--- config.mk ---
export PLATFORM = sky130hd
export DESIGN_NAME = fifo_read_port
export DESIGN_NICKNAME = d
export VERILOG_FILES = /design/src/rtl/fifo_read_port.sv
export SDC_FILE = /design/constraint.sdc
export NUM_CORES = 1
export LEC_CHECK = 0
export ABC_AREA = 1
export CORE_MARGIN = 2
export CORE_UTILIZATION = 45
export DETAILED_ROUTE_END_ITERATION = 7
export HOLD_SLACK_MARGIN = 0.06
export PLACE_DENSITY = 0.86
export SYNTH_ARGS = -nofsm -noshare
export SYNTH_HDL_FRONTEND = slang
export SYNTH_SLANG_ARGS = --single-unit
export TNS_END_PERCENT = 100
--- constraint.sdc ---
create_clock -name clk -period 4.8 [get_ports clk]
set_input_delay 0.48 -clock clk [delete_from_list [all_inputs] [get_ports clk]]
set_output_delay 0.48 -clock clk [all_outputs]
set_load 0.02 [all_outputs]
--- src/rtl/fifo_read_port.sv ---
// Read-side controller for the register-file FIFO.
// Keeps a one-hot read pointer plus a wrap bit, encodes the pointer to a
// binary address, fetches the addressed word into a registered valid/ready
// output stage, and reports empty/level to the rest of the FIFO.
module fifo_read_port #(
    parameter int DATA_W = 8,
    parameter int ADDR_W = 3,
    parameter int DEPTH  = 1 << ADDR_W
) (
    input  logic                    clk,
    input  logic                    rst_n,
    input  logic [DEPTH*DATA_W-1:0] mem_flat,
    input  logic [ADDR_W:0]         wr_ptr,
    input  logic                    flush,
    output logic [DATA_W-1:0]       out_data,
    output logic                    out_valid,
    input  logic                    out_ready,
    output logic [ADDR_W:0]         rd_ptr,
    output logic [DEPTH-1:0]        rd_sel,
    output logic                    empty,
    output logic [ADDR_W:0]         level,
    output logic                    onehot_err
);

    localparam logic [DEPTH-1:0] SEL_ZERO = {{(DEPTH-1){1'b0}}, 1'b1};

    logic              rd_wrap;
    logic [ADDR_W-1:0] rd_addr;
    logic [DATA_W-1:0] rd_word;
    logic              sel_bad;
    logic              fetch;

    // Encode the one-hot pointer; scanning downward leaves the lowest set bit winning.
    always_comb begin
        rd_addr = '0;
        for (int i = DEPTH - 1; i >= 0; i--) begin
            if (rd_sel[i]) begin
                rd_addr = ADDR_W'(i);
            end
        end
    end

    // Pointer arithmetic, word select and the fetch decision.
    always_comb begin
        rd_ptr  = {rd_wrap, rd_addr};
        empty   = (rd_ptr == wr_ptr);
        level   = wr_ptr - rd_ptr;
        rd_word = mem_flat[rd_addr*DATA_W +: DATA_W];
        // Zero bits set, or more than one bit set.
        sel_bad = (rd_sel == '0) || ((rd_sel & (rd_sel - SEL_ZERO)) != '0);
        // A corrupted pointer does not fetch: the word it names is ambiguous,
        // so the cycle is spent resynchronising instead.
        fetch   = !empty && (!out_valid || out_ready) && !flush && !sel_bad;
    end

    // Pointer, output register and integrity flag; flush beats resync beats fetch beats accept.
    // NOTE: sequential state is written with <= only, so every register samples
    // pre-edge values and block ordering cannot change the result.
    always_ff @(posedge clk or negedge rst_n) begin
        if (!rst_n) begin
            rd_sel     <= SEL_ZERO;
            rd_wrap    <= 1'b0;
            out_valid  <= 1'b0;
            out_data   <= '0;
            onehot_err <= 1'b0;
        end else begin
            if (sel_bad) begin
                onehot_err <= 1'b1;
            end

            if (flush) begin
                rd_sel    <= SEL_ZERO << wr_ptr[ADDR_W-1:0];
                rd_wrap   <= wr_ptr[ADDR_W];
                out_valid <= 1'b0;
            end else if (sel_bad) begin
                rd_sel <= SEL_ZERO << rd_addr;
                if (out_valid && out_ready) begin
                    out_valid <= 1'b0;
                end
            end else if (fetch) begin
                out_data  <= rd_word;
                out_valid <= 1'b1;
                rd_sel    <= {rd_sel[DEPTH-2:0], rd_sel[DEPTH-1]};
                if (rd_sel[DEPTH-1]) begin
                    rd_wrap <= ~rd_wrap;
                end
            end else if (out_valid && out_ready) begin
                // Word accepted with nothing to replace it; out_data keeps its value.
                out_valid <= 1'b0;
            end
        end
    end

endmodule

==> results of run 1 <==
power by group through the flow:
stage | clock network [µW] | logic, µW | registers [µW]
6_report | 118 | 1750 | 291
5_1_grt | 126 | 1920 | 301
4_1_cts | 117 | 1730 | 290
3_5_place_dp | 0 | 1720 | 292
3_3_place_gp | 0 | 1700 | 286
2_1_floorplan | 0 | 1140 | 354
placed cells by master (no fill, tap or decap), drive strengths merged:
| cell type | synthesis | routed |
|---|---|---|
| ha | 3 | 3 |
| nand2 | 86 | 86 |
| nand4 | 24 | 24 |
| clkbuf | 8 | 3 |
| dfrtp | 18 | 18 |
| or2 | 1 | 1 |
| nor2 | 54 | 54 |
| dfstp | 1 | 1 |
| xor2 | 2 | 2 |
| a31oi | 1 | 1 |
| clkdlybuf4s50 | 0 | 98 |
| fa | 1 | 1 |
| o21ai | 5 | 5 |
| a21oi | 9 | 9 |
| xnor2 | 1 | 1 |
| buf | 9 | 1 |
| nand3 | 74 | 74 |
| inv | 43 | 43 |
| nor3 | 8 | 8 |
| clkinv | 0 | 1 |
metrics by stage:
stage                      util  cell area [µm²]  total power [µW]  instances
after floorplan               -             2040              1490        348
after global placement    0.690             3010              1990        482
after detailed placement  0.690             3010              2010        482
after CTS                 0.701             3050              2140        486
after global routing      0.701             3050              2350        486
final                     0.701             3050              2160        486
area by class of cell:
class | count | area share
multi-input cells | 269 | 0.431
repair buffers | 99 | 0.324
flip-flops and latches | 19 | 0.156
inverters | 43 | 0.0529
well taps | 52 | 0.0213
clock buffers | 3 | 0.0135
clock inverters | 1 | 0.00164
flip-flops by register name, indices dropped and copies added, names as in the netlist:
signal / cells
out_data: 8
rd_sel: 8
onehot_err: 1
out_valid: 1
rd_wrap: 1
metal layers:
metal	routed length, µm	up-vias	track usage
li1	-	1316	-
met1	2990	1193	0.382
met2	3250	135	0.433
met3	531	15	0.0295
met4	161	0	0.0881
met5	0	-	0
synth_stat cells:
cell type   n
a21oi_1     6
nor2_1     51
a21oi_4     2
nor2_4      2
nand2_2     5
a21oi_2     1
nand3_1    73
or2_2       1
nor3_1      8
buf_4       2
a31oi_1     1
dfstp_2     1
buf_2       6
inv_1      41
nand3_2     1
buf_6       1
fa_1        1
o21ai_1     1
ha_1        3
inv_2       2
xor2_1      2
nor2_2      1
o21ai_0     4
xnor2_1     1
nand4_1    24
clkbuf_1    8
dfrtp_1    18
nand2_1    81
worst reg2reg max path: stages (launching register included):
cell	delay, ns
dfrtp_1	0.42
inv_1	0.09
nand2_1	0.10
nand3_1	0.12
nand2_2	0.18
nand2_1	0.43
a21oi_4	0.42
ha_1	0.30
nand3_1	0.11
nand2_1	0.10
nor2_1	0.17
nand2_2	0.20
inv_2	0.21
nand3_1	0.14
nand2_1	0.07
worst max path at each step:
stage	to	cells past startpoint
floorplan	level[2]	11
global placement	level[2]	11
detailed placement	level[2]	11
CTS	level[2]	11
global route	level[2]	11
finish	level[2]	11
cells by family (layout without fill, tap and decap cells):
logic type               count (synthesis)  in the layout
AND/OR/NAND/NOR                        247            247
buffers and inverters                   60            146
adder cells (fa/ha/maj)                  4              4
XOR/XNOR                                 3              3
AO/OA/AOI/OAI                           15             15
flip-flops                              19             19
==> flow_summary_export.csv, run 1 <==
group,metric,value,unit
critical_path,start_kind,"flip-flop",
clocking,cts_hold_buf,0,
global_routing,grt-ovfl-total,0,
critical_path,cp_slowest_stage_delay,0.62,ns
floorplanning,rows,24,
flow_run,maxCapViolations,0,
sta,slew_violations,0,
critical_path,worst-r2r-cell-count,14,
clocking,cts_root_buf,"clkbuf_8",
critical_path,reg2reg_to,"out_data[6]$_DFFE_PN0P_",
power,p_clk_frac,0.055,
worst_hold_path,hold_start,"onehot_err$_DFFE_PN0N_",
critical_path,critPathRequiredTime,4.32,ns
yosys,synth.avg_cell_area,5.86,µm²
finish,drive_gt1_frac,0.0484,
sta,setup_viol,0,
floorplanning,initial_core_util,0.468,
floorplanning,die_y,71.3,µm
yosys,synth_compound_area_frac,0.0503,
detailed_routing,drc,0,
floorplanning,die_area,5080,µm²
global_routing,grt_pass1_wl,11.2,mm
power,p_sw,1250,µW
critical_path,setup.worst_path.class,"flip-flop to output pin",
sta,worst_pin_slew,0.923,ns
critical_path,cp_max_fo,20,
sta,layout_min_cycle_time,3.92,ns
power,power_frac_seq,0.135,
critical_path,timing.critical_path.buf_inv,3,
worst_hold_path,min_path_cells,1,
clocking,cts_tree,"built",
detailed_routing,vias,2659,
power,netSwitchingFraction,0.578,
detailed_routing,drt_pass1_iterations,5,
sta,setup_slack,0.878,ns
place,dp_slack,1.25,ns
sta,fin_crit_sh,0.817,
sta,clock.fmax,255,MHz
finish,n_fill_cell,359,
floorplanning,die-width,71.3,µm
clocking,cts_buffer_depth,2,
global_routing,grt_pass1_vias,2380,
finish,multi_input_area,1310,µm²
yosys,synth_top_area_share,0.221,
finish,antenna_cells,0,
sta,fin_skew,0.00702,ns
critical_path,regToRegStartpoint,"rd_sel[7]$_DFFE_PN0P_",
critical_path,cp-startpoint,"rd_sel[7]$_DFFE_PN0P_",
power,ir_drop,0.495,mV
finish,area_delta_synth_final,49.7,%
sta,rsz0062_at_grt,"no",
floorplanning,ios,99,
finish,ff_latch_area,477,µm²
sta,hold_ws,0.474,ns
yosys,ys_seq_area_frac,0.234,
yosys,yosys.area_share.adder,0.0282,
worst_hold_path,hold-path-endpoint,"onehot_err$_DFFE_PN0N_",
global_routing,antenna_found_initial,0,
yosys,synth_top_family_by_area,"simple AND/OR/NAND/NOR gates",
critical_path,end_kind,"output pin",
finish,fin_nets,511,
critical_path,cp_cell_sequence,"inv_1 -> nand2_1 -> nand3_1 -> nand2_2 -> nand2_1 -> a21oi_4 -> ha_1 -> inv_1 -> fa_1 -> xor2_1 -> clkdlybuf4s50_1",
yosys,synth_area,2040,µm²
yosys,synth_cell_types,28,
sta,hold_viol,0,
clocking,postCtsSetupBuffers,0,
power,power_frac_comb,0.810,
critical_path,cp_slowest_cell,"clkdlybuf4s50_1",
yosys,ys_ff_latch,19,
detailed_routing,ant_nets,0,
sta,setup_tns,0,ns
power,p_int,909,µW
place,dp_hpwl,5.25,mm
global_routing,grt_start_max_net_pins,42,
yosys,synth_largest_area_cell,"dfrtp_1",
sta,slew_headroom,0.383,
yosys,synthXorXnorAreaFrac,0.0129,
power,p_per_area,706,nW/µm²
power,power_leakage,0.00148,µW
yosys,synth_nets,424,
clocking,clock_sinks,19,
global_routing,grtUsageTotal,0.270,
place,io_buffers,98,
yosys,yosys-top-cells-area,"dfrtp_1 (22%), nand3_1 (18%), nand2_1 (15%)",
yosys,yosys.area_share.simple,0.553,
floorplanning,core,4350,µm²
detailed_routing,vias_per_cell,5.47,
worst_hold_path,hold_path.class,"flip-flop to flip-flop",
critical_path,rrSetupSlack,1.67,ns
clocking,post_cts_resized,0,
yosys,synth_mux_area_frac,0,
clocking,insertion_delay,0.26,ns
yosys,ys.warnings.count,0,
clocking,cts_max_level,1,
detailed_routing,wire_per_inst,14.3,µm
critical_path,cpLargestDelayFamily,"simple AND/OR/NAND/NOR gates",
place,gp_congestion,0.986,
detailed_routing,routed_wl,6.93,mm
detailed_routing,drtIter0Drc,228,
status,status,"finished clean",
yosys,syn_inst,348,
critical_path,worstPathArrival,3.44,ns
clocking,cts-buffers-inserted,3,
clocking,clkTransAtPathRegs,0.08,ns
Power figures use the tool's default switching activity.
==> inputs of run 2 (changes only) <==
--- a/config.mk
+++ b/config.mk
@@ -7,10 +7,10 @@
 export LEC_CHECK = 0
 export ABC_AREA = 1
 export CORE_MARGIN = 2
-export CORE_UTILIZATION = 45
+export CORE_UTILIZATION = 41
 export DETAILED_ROUTE_END_ITERATION = 7
 export HOLD_SLACK_MARGIN = 0.06
-export PLACE_DENSITY = 0.86
+export PLACE_DENSITY = 0.79
 export SYNTH_ARGS = -nofsm -noshare
 export SYNTH_HDL_FRONTEND = slang
 export SYNTH_SLANG_ARGS = --single-unit
==> constraint.sdc (replaced) <==
create_clock -name clk -period 4.1 [get_ports clk]
set_input_delay 0.41 -clock clk [delete_from_list [all_inputs] [get_ports clk]]
set_output_delay 0.41 -clock clk [all_outputs]
set_load 0.02 [all_outputs]
==> run 2 against run 1 <==
  * Total power rose by 18%
  * Count of clock-buffer cells in the layout did not move
  * Largest cell class unchanged
  * Clock skew up 0.0016 ns
==> flow_summary_export.csv, run 2 (synthesized netlist as in run 1, its figures left out) <==
group,metric,value,unit
detailed_routing,drt_pass1_iterations,5,
critical_path,cpLargestDelayFamily,"buffers and inverters",
power,ir_drop,0.621,mV
finish,layout_common_cells,"clkdlybuf4s50_1 (98), nand2_1 (81), nand3_1 (73), nor2_1 (51), inv_1 (41)",
finish,n_fill_cell,468,
detailed_routing,ant_nets,0,
finish,multi_input_area,1310,µm²
floorplanning,die_y,74.5,µm
sta,setup_tns,0,ns
clocking,cts_max_level,1,
power,netSwitchingFraction,0.575,
critical_path,start_kind,"flip-flop",
finish,largestRegisters,"out_data x8, rd_sel x8",
floorplanning,die_area,5550,µm²
clocking,clock_sinks,19,
critical_path,cp_max_fo,9,
sta,rsz0062_at_grt,"no",
worst_hold_path,hold_path.class,"flip-flop to flip-flop",
global_routing,grtUsageTotal,0.259,
clocking,postCtsSetupBuffers,0,
floorplanning,initial_core_util,0.429,
detailed_routing,drc,0,
critical_path,end_kind,"output pin",
critical_path,worstPathArrival,2.93,ns
global_routing,grt.busiest_layer,"met2",
sta,layout_min_cycle_time,3.34,ns
power,power_frac_comb,0.813,
sta,fin_crit_sh,0.815,
sta,slew_violations,0,
floorplanning,core,4750,µm²
power,p_clk_frac,0.054,
power,p_per_area,827,nW/µm²
finish,final_common_cell,"clkdlybuf4s50_1",
finish,area_delta_synth_final,51.4,%
clocking,cts_tree,"built",
finish,antenna_cells,0,
global_routing,met2_usage,0.428,
global_routing,met1_usage,0.356,
critical_path,critPathRequiredTime,3.69,ns
place,io_buffers,98,
sta,fin_skew,0.00859,ns
clocking,cts_hold_buf,0,
detailed_routing,vias,2588,
clocking,post_cts_resized,0,
critical_path,timing.critical_path.buf_inv,3,
global_routing,grt_pass1_vias,2459,
floorplanning,rows,25,
power,p_sw,1470,µW
critical_path,cp_slowest_cell,"clkdlybuf4s50_1",
global_routing,antenna_found_initial,0,
finish,fin_util,0.649,
detailed_routing,vias_per_cell,5.15,
critical_path,setup.worst_path.class,"flip-flop to output pin",
critical_path,cp_cell_sequence,"inv_1 -> nand2_1 -> nand3_1 -> nand2_2 -> nand2_1 -> a21oi_4 -> ha_1 -> inv_1 -> fa_1 -> xor2_1 -> clkdlybuf4s50_1",
clocking,clkTransAtPathRegs,0.08,ns
critical_path,cp_slowest_stage_delay,0.62,ns
sta,slew_headroom,0.399,
status,status,"finished clean",
finish,instances_no_fill,503,
detailed_routing,drtIter0Drc,179,
sta,setup_slack,0.759,ns
global_routing,grt_start_max_net_pins,38,
sta,hold_viol,0,
power,p_int,1080,µW
place,dp_slack,1.05,ns
clocking,insertion_delay,0.26,ns
detailed_routing,wire_per_inst,14.3,µm
finish,fin_nets,513,
place,dp_hpwl,5.58,mm
sta,setup_viol,0,
global_routing,use_met3,0.0285,
floorplanning,ios,99,
place,post-place-cells,499,
power,power_frac_seq,0.134,
clocking,cts_root_buf,"clkbuf_8",
global_routing,grt-ovfl-total,0,
flow_run,maxCapViolations,0,
sta,clock.fmax,299,MHz
place,gp_congestion,0.864,
global_routing,grt_pass1_wl,11.2,mm
detailed_routing,routed_wl,7.21,mm
finish,drive_gt1_frac,0.0528,
clocking,cts_buffer_depth,2,
floorplanning,die-width,74.5,µm
finish,ff_latch_area,477,µm²
sta,worst_pin_slew,0.899,ns
clocking,cts-buffers-inserted,3,
power,power_leakage,0.00149,µW
-- run 2: area by class of cell --
class	instances	share of cell area
clock buffer	3	0.0134
clock inverter	1	0.00162
sequential	19	0.155
inverter	43	0.0523
tap	67	0.0272
timing repair buffer	101	0.325
multi-input combinational	269	0.426
-- run 2: layer usage --
metal	wire length, µm	vias up
met3	447	10
met5	0	-
met4	120	0
met2	3500	96
met1	3140	1167
li1	-	1315
-- run 2: worst reg2reg max path: stages (launching register included) --
cell	delay, ns
dfrtp_1	0.44
nor2_1	0.30
nand2_1	0.17
nand2_1	0.08
nand2_1	0.20
ha_1	0.35
nand2_1	0.08
inv_1	0.04
nand3_1	0.09
nand2_1	0.09
nor2_1	0.16
nand2_2	0.19
inv_2	0.20
nand3_1	0.13
nand2_1	0.08
-- run 2: power groups by stage --
stage	Combinational, µW	Sequential, µW	Clock (µW)
floorplan	1330	415	0
global placement	2040	339	0
detailed placement	2050	342	0
CTS	2070	340	138
global route	2290	350	145
finish	2070	341	138
-- run 2: final timing paths --
check / cells after the start / endpoint / from / slack, ns
setup / recovery: 11 / level[2] / rd_sel[7]$_DFFE_PN0P_ / 0.76
hold / removal: 1 / onehot_err$_DFFE_PN0N_ / onehot_err$_DFFE_PN0N_ / 0.47
setup reg to reg: 14 / out_data[6]$_DFFE_PN0P_ / rd_sel[4]$_DFFE_PN0P_ / 1.46
hold reg to reg: 1 / onehot_err$_DFFE_PN0N_ / onehot_err$_DFFE_PN0N_ / 0.47
max in group asynchronous: 1 / out_data[7]$_DFFE_PN0P_ / rst_n / 2.89
min in group asynchronous: 1 / rd_wrap$_DFFE_PN0P_ / rst_n / 0.65
-- run 2: through the flow --
step / hold slack [ns] / power (µW) / area, µm²
after floorplan: 0.114 / 1750 / 2040
after detailed placement: 0.458 / 2400 / 3040
after global placement: 0.453 / 2380 / 3040
after global routing: 0.503 / 2780 / 3090
after CTS: 0.478 / 2550 / 3090
final: 0.470 / 2550 / 3090
==> inputs of run 3 (changes only) <==
==> constraint.sdc (replaced) <==
create_clock -name clk -period 3.1 [get_ports clk]
set_input_delay 0.31 -clock clk [delete_from_list [all_inputs] [get_ports clk]]
set_output_delay 0.31 -clock clk [all_outputs]
set_load 0.02 [all_outputs]
==> run 3 against run 2 <==
  * Via count grew 3.3%
  * Register-to-register slack lost 0.94 ns
  * Sequential share of layout area shrank 0.14 points
  * Global-route usage grew 0.56 points
  * Critical endpoint is now level[3]
  * Highest routed layer unchanged
==> flow_summary_export.csv, run 3 (synthesized netlist as in run 1, its figures left out) <==
group,metric,value,unit
critical_path,cp-startpoint,"rd_sel[4]$_DFFE_PN0P_",
sta,setup_viol,0,
worst_hold_path,hold_start,"onehot_err$_DFFE_PN0N_",
sta,clock.fmax,341,MHz
sta,fin_skew,0.0141,ns
critical_path,end_kind,"output pin",
sta,hold_viol,0,
critical_path,start_kind,"flip-flop",
sta,fin_crit_sh,0.947,
finish,n_fill_cell,472,
critical_path,cp_slowest_cell,"clkdlybuf4s50_1",
detailed_routing,dr_wl_met3,640,µm
place,placed_cell_area,3080,µm²
sta,setup_tns,0,ns
detailed_routing,ant_nets,0,
detailed_routing,highest_layer,"met4",
critical_path,cp_max_fo,5,
detailed_routing,drt_pass1_iterations,5,
floorplanning,rows,25,
critical_path,worstPathArrival,2.62,ns
power,p_sw,1970,µW
global_routing,antenna_found_initial,0,
clocking,cts_max_level,1,
global_routing,grt_pass1_wl,11.2,mm
power,p_int,1470,µW
floorplanning,initial_core_util,0.429,
finish,fin_nets,518,
global_routing,grt_pass1_vias,2418,
critical_path,path_common_cell,"nand2_1",
detailed_routing,drt-met1-wl,3.21,mm
global_routing,grtUsageTotal,0.264,
finish,design_area,3130,µm²
clocking,insertion_delay,0.27,ns
power,p_clk_frac,0.053,
floorplanning,die_y,74.5,µm
clocking,clkTransAtPathRegs,0.09,ns
global_routing,grt_start_max_net_pins,43,
clocking,cts_buffer_depth,2,
place,dp_hpwl,5.65,mm
finish,final_common_cell,"clkdlybuf4s50_1",
finish,multi_input_area,1320,µm²
flow_run,maxCapViolations,0,
floorplanning,ios,99,
status,status,"finished clean",
floorplanning,die_area,5550,µm²
sta,worst_pin_slew,0.968,ns
finish,drive_gt1_frac,0.0703,
place,gp_congestion,0.981,
critical_path,cpLargestDelayFamily,"buffers and inverters",
floorplanning,core,4750,µm²
sta,slew_violations,0,
critical_path,critPathRequiredTime,2.79,ns
detailed_routing,drtIter0Drc,238,
clocking,cts_root_buf,"clkbuf_8",
detailed_routing,routed_wl,7.41,mm
floorplanning,die-width,74.5,µm
finish,ff_latch_area,479,µm²
power,ir_drop,1.09,mV
detailed_routing,wl_met2,3.48,mm
detailed_routing,drc,0,
sta,slew_headroom,0.353,
critical_path,cp_cell_sequence,"nor2_2 -> nand2_1 -> nand2_1 -> nand2_1 -> ha_1 -> nand2_1 -> o21ai_0 -> xor2_1 -> clkdlybuf4s50_1",
finish,layout_common_cells,"clkdlybuf4s50_1 (96), nand2_1 (81), nand3_1 (73), nor2_1 (50), inv_1 (41)",
power,power_frac_seq,0.133,
detailed_routing,wire_per_inst,14.6,µm
critical_path,regToRegStartpoint,"rd_sel[7]$_DFFE_PN0P_",
finish,area_delta_synth_final,53.5,%
critical_path,timing.critical_path.buf_inv,1,
global_routing,grt-ovfl-total,0,
finish,largestRegisters,"out_data x8, rd_sel x8",
power,p_per_area,1100,nW/µm²
power,netSwitchingFraction,0.572,
finish,antenna_cells,0,
clocking,clock_sinks,19,
critical_path,setup.worst_path.class,"flip-flop to output pin",
clocking,postCtsSetupBuffers,0,
clocking,cts_hold_buf,0,
clocking,post_cts_resized,1,
clocking,cts_tree,"built",
power,power_leakage,0.00152,µW
detailed_routing,vias_per_cell,5.26,
critical_path,cp_slowest_stage_delay,0.63,ns
worst_hold_path,hold_path.class,"flip-flop to flip-flop",
place,io_buffers,98,
sta,layout_min_cycle_time,2.93,ns
clocking,cts-buffers-inserted,3,
detailed_routing,vias,2674,
power,power_frac_comb,0.814,
## run 3: changes by cell type in the layout (fill, tap and decap cells not counted)
cell	delta
nor2_1	-1
buf_4	+5
clkdlybuf4s50_1	-2
nor2_2	+1
dfrtp_1	-2
dlygate4sd2_1	+1
dlymetal6s2s_1	+1
dfrtp_2	+2
## run 3: power by group through the flow
| stage | Clock [µW] | Combinational [µW] | Sequential [µW] |
|---|---|---|---|
| floorplan | 0 | 1760 | 548 |
| global placement | 0 | 2760 | 451 |
| CTS | 187 | 2790 | 454 |
| detailed placement | 0 | 2790 | 456 |
| global route | 197 | 3100 | 474 |
| finish | 183 | 2810 | 459 |
## run 3: area by class of cell
cell class	instances	area share
inverter	43	0.0516
clock buffer	3	0.0132
timing repair buffer	106	0.333
tap	67	0.0268
clock inverter	1	0.00160
multi-input combinational	269	0.421
sequential	19	0.153
## run 3: path summary, 6_finish.rpt
check / depth (start not counted) / to / slack (ns)
max: 9 / level[3] / 0.17
min: 1 / onehot_err$_DFFE_PN0N_ / 0.48
max reg2reg: 12 / out_data[1]$_DFFE_PN0P_ / 0.52
min reg2reg: 1 / onehot_err$_DFFE_PN0N_ / 0.48
max in group asynchronous: 1 / rd_sel[5]$_DFFE_PN0P_ / 1.88
min in group asynchronous: 1 / rd_sel[4]$_DFFE_PN0P_ / 0.57
## run 3: routing by layer
metal,track usage,vias to the layer above
met3,0.0379,8
met2,0.421,125
li1,-,1327
met4,0.0794,0
met1,0.372,1214
met5,0,-
## run 3: worst register-to-register path: cells and delay by family, from the launching register on
| kind | cells | cell delay [ns] |
|---|---|---|
| simple gates | 10 | 1.70 |
| buf+inv | 2 | 0.32 |
| flops | 1 | 0.43 |
## run 3: through the flow
| step | std cells | util | setup slack, ns | hold slack [ns] | power [µW] |
|---|---|---|---|---|---|
| after floorplan | 348 | - | 0.406 | 0.0144 | 2310 |
| after global placement | 504 | 0.647 | 0.349 | 0.452 | 3210 |
| after detailed placement | 504 | 0.647 | 0.269 | 0.458 | 3240 |
| after CTS | 508 | 0.657 | 0.0200 | 0.478 | 3430 |
| after global routing | 508 | 0.658 | -0.00681 | 0.489 | 3770 |
| final | 508 | 0.658 | 0.166 | 0.480 | 3450 |
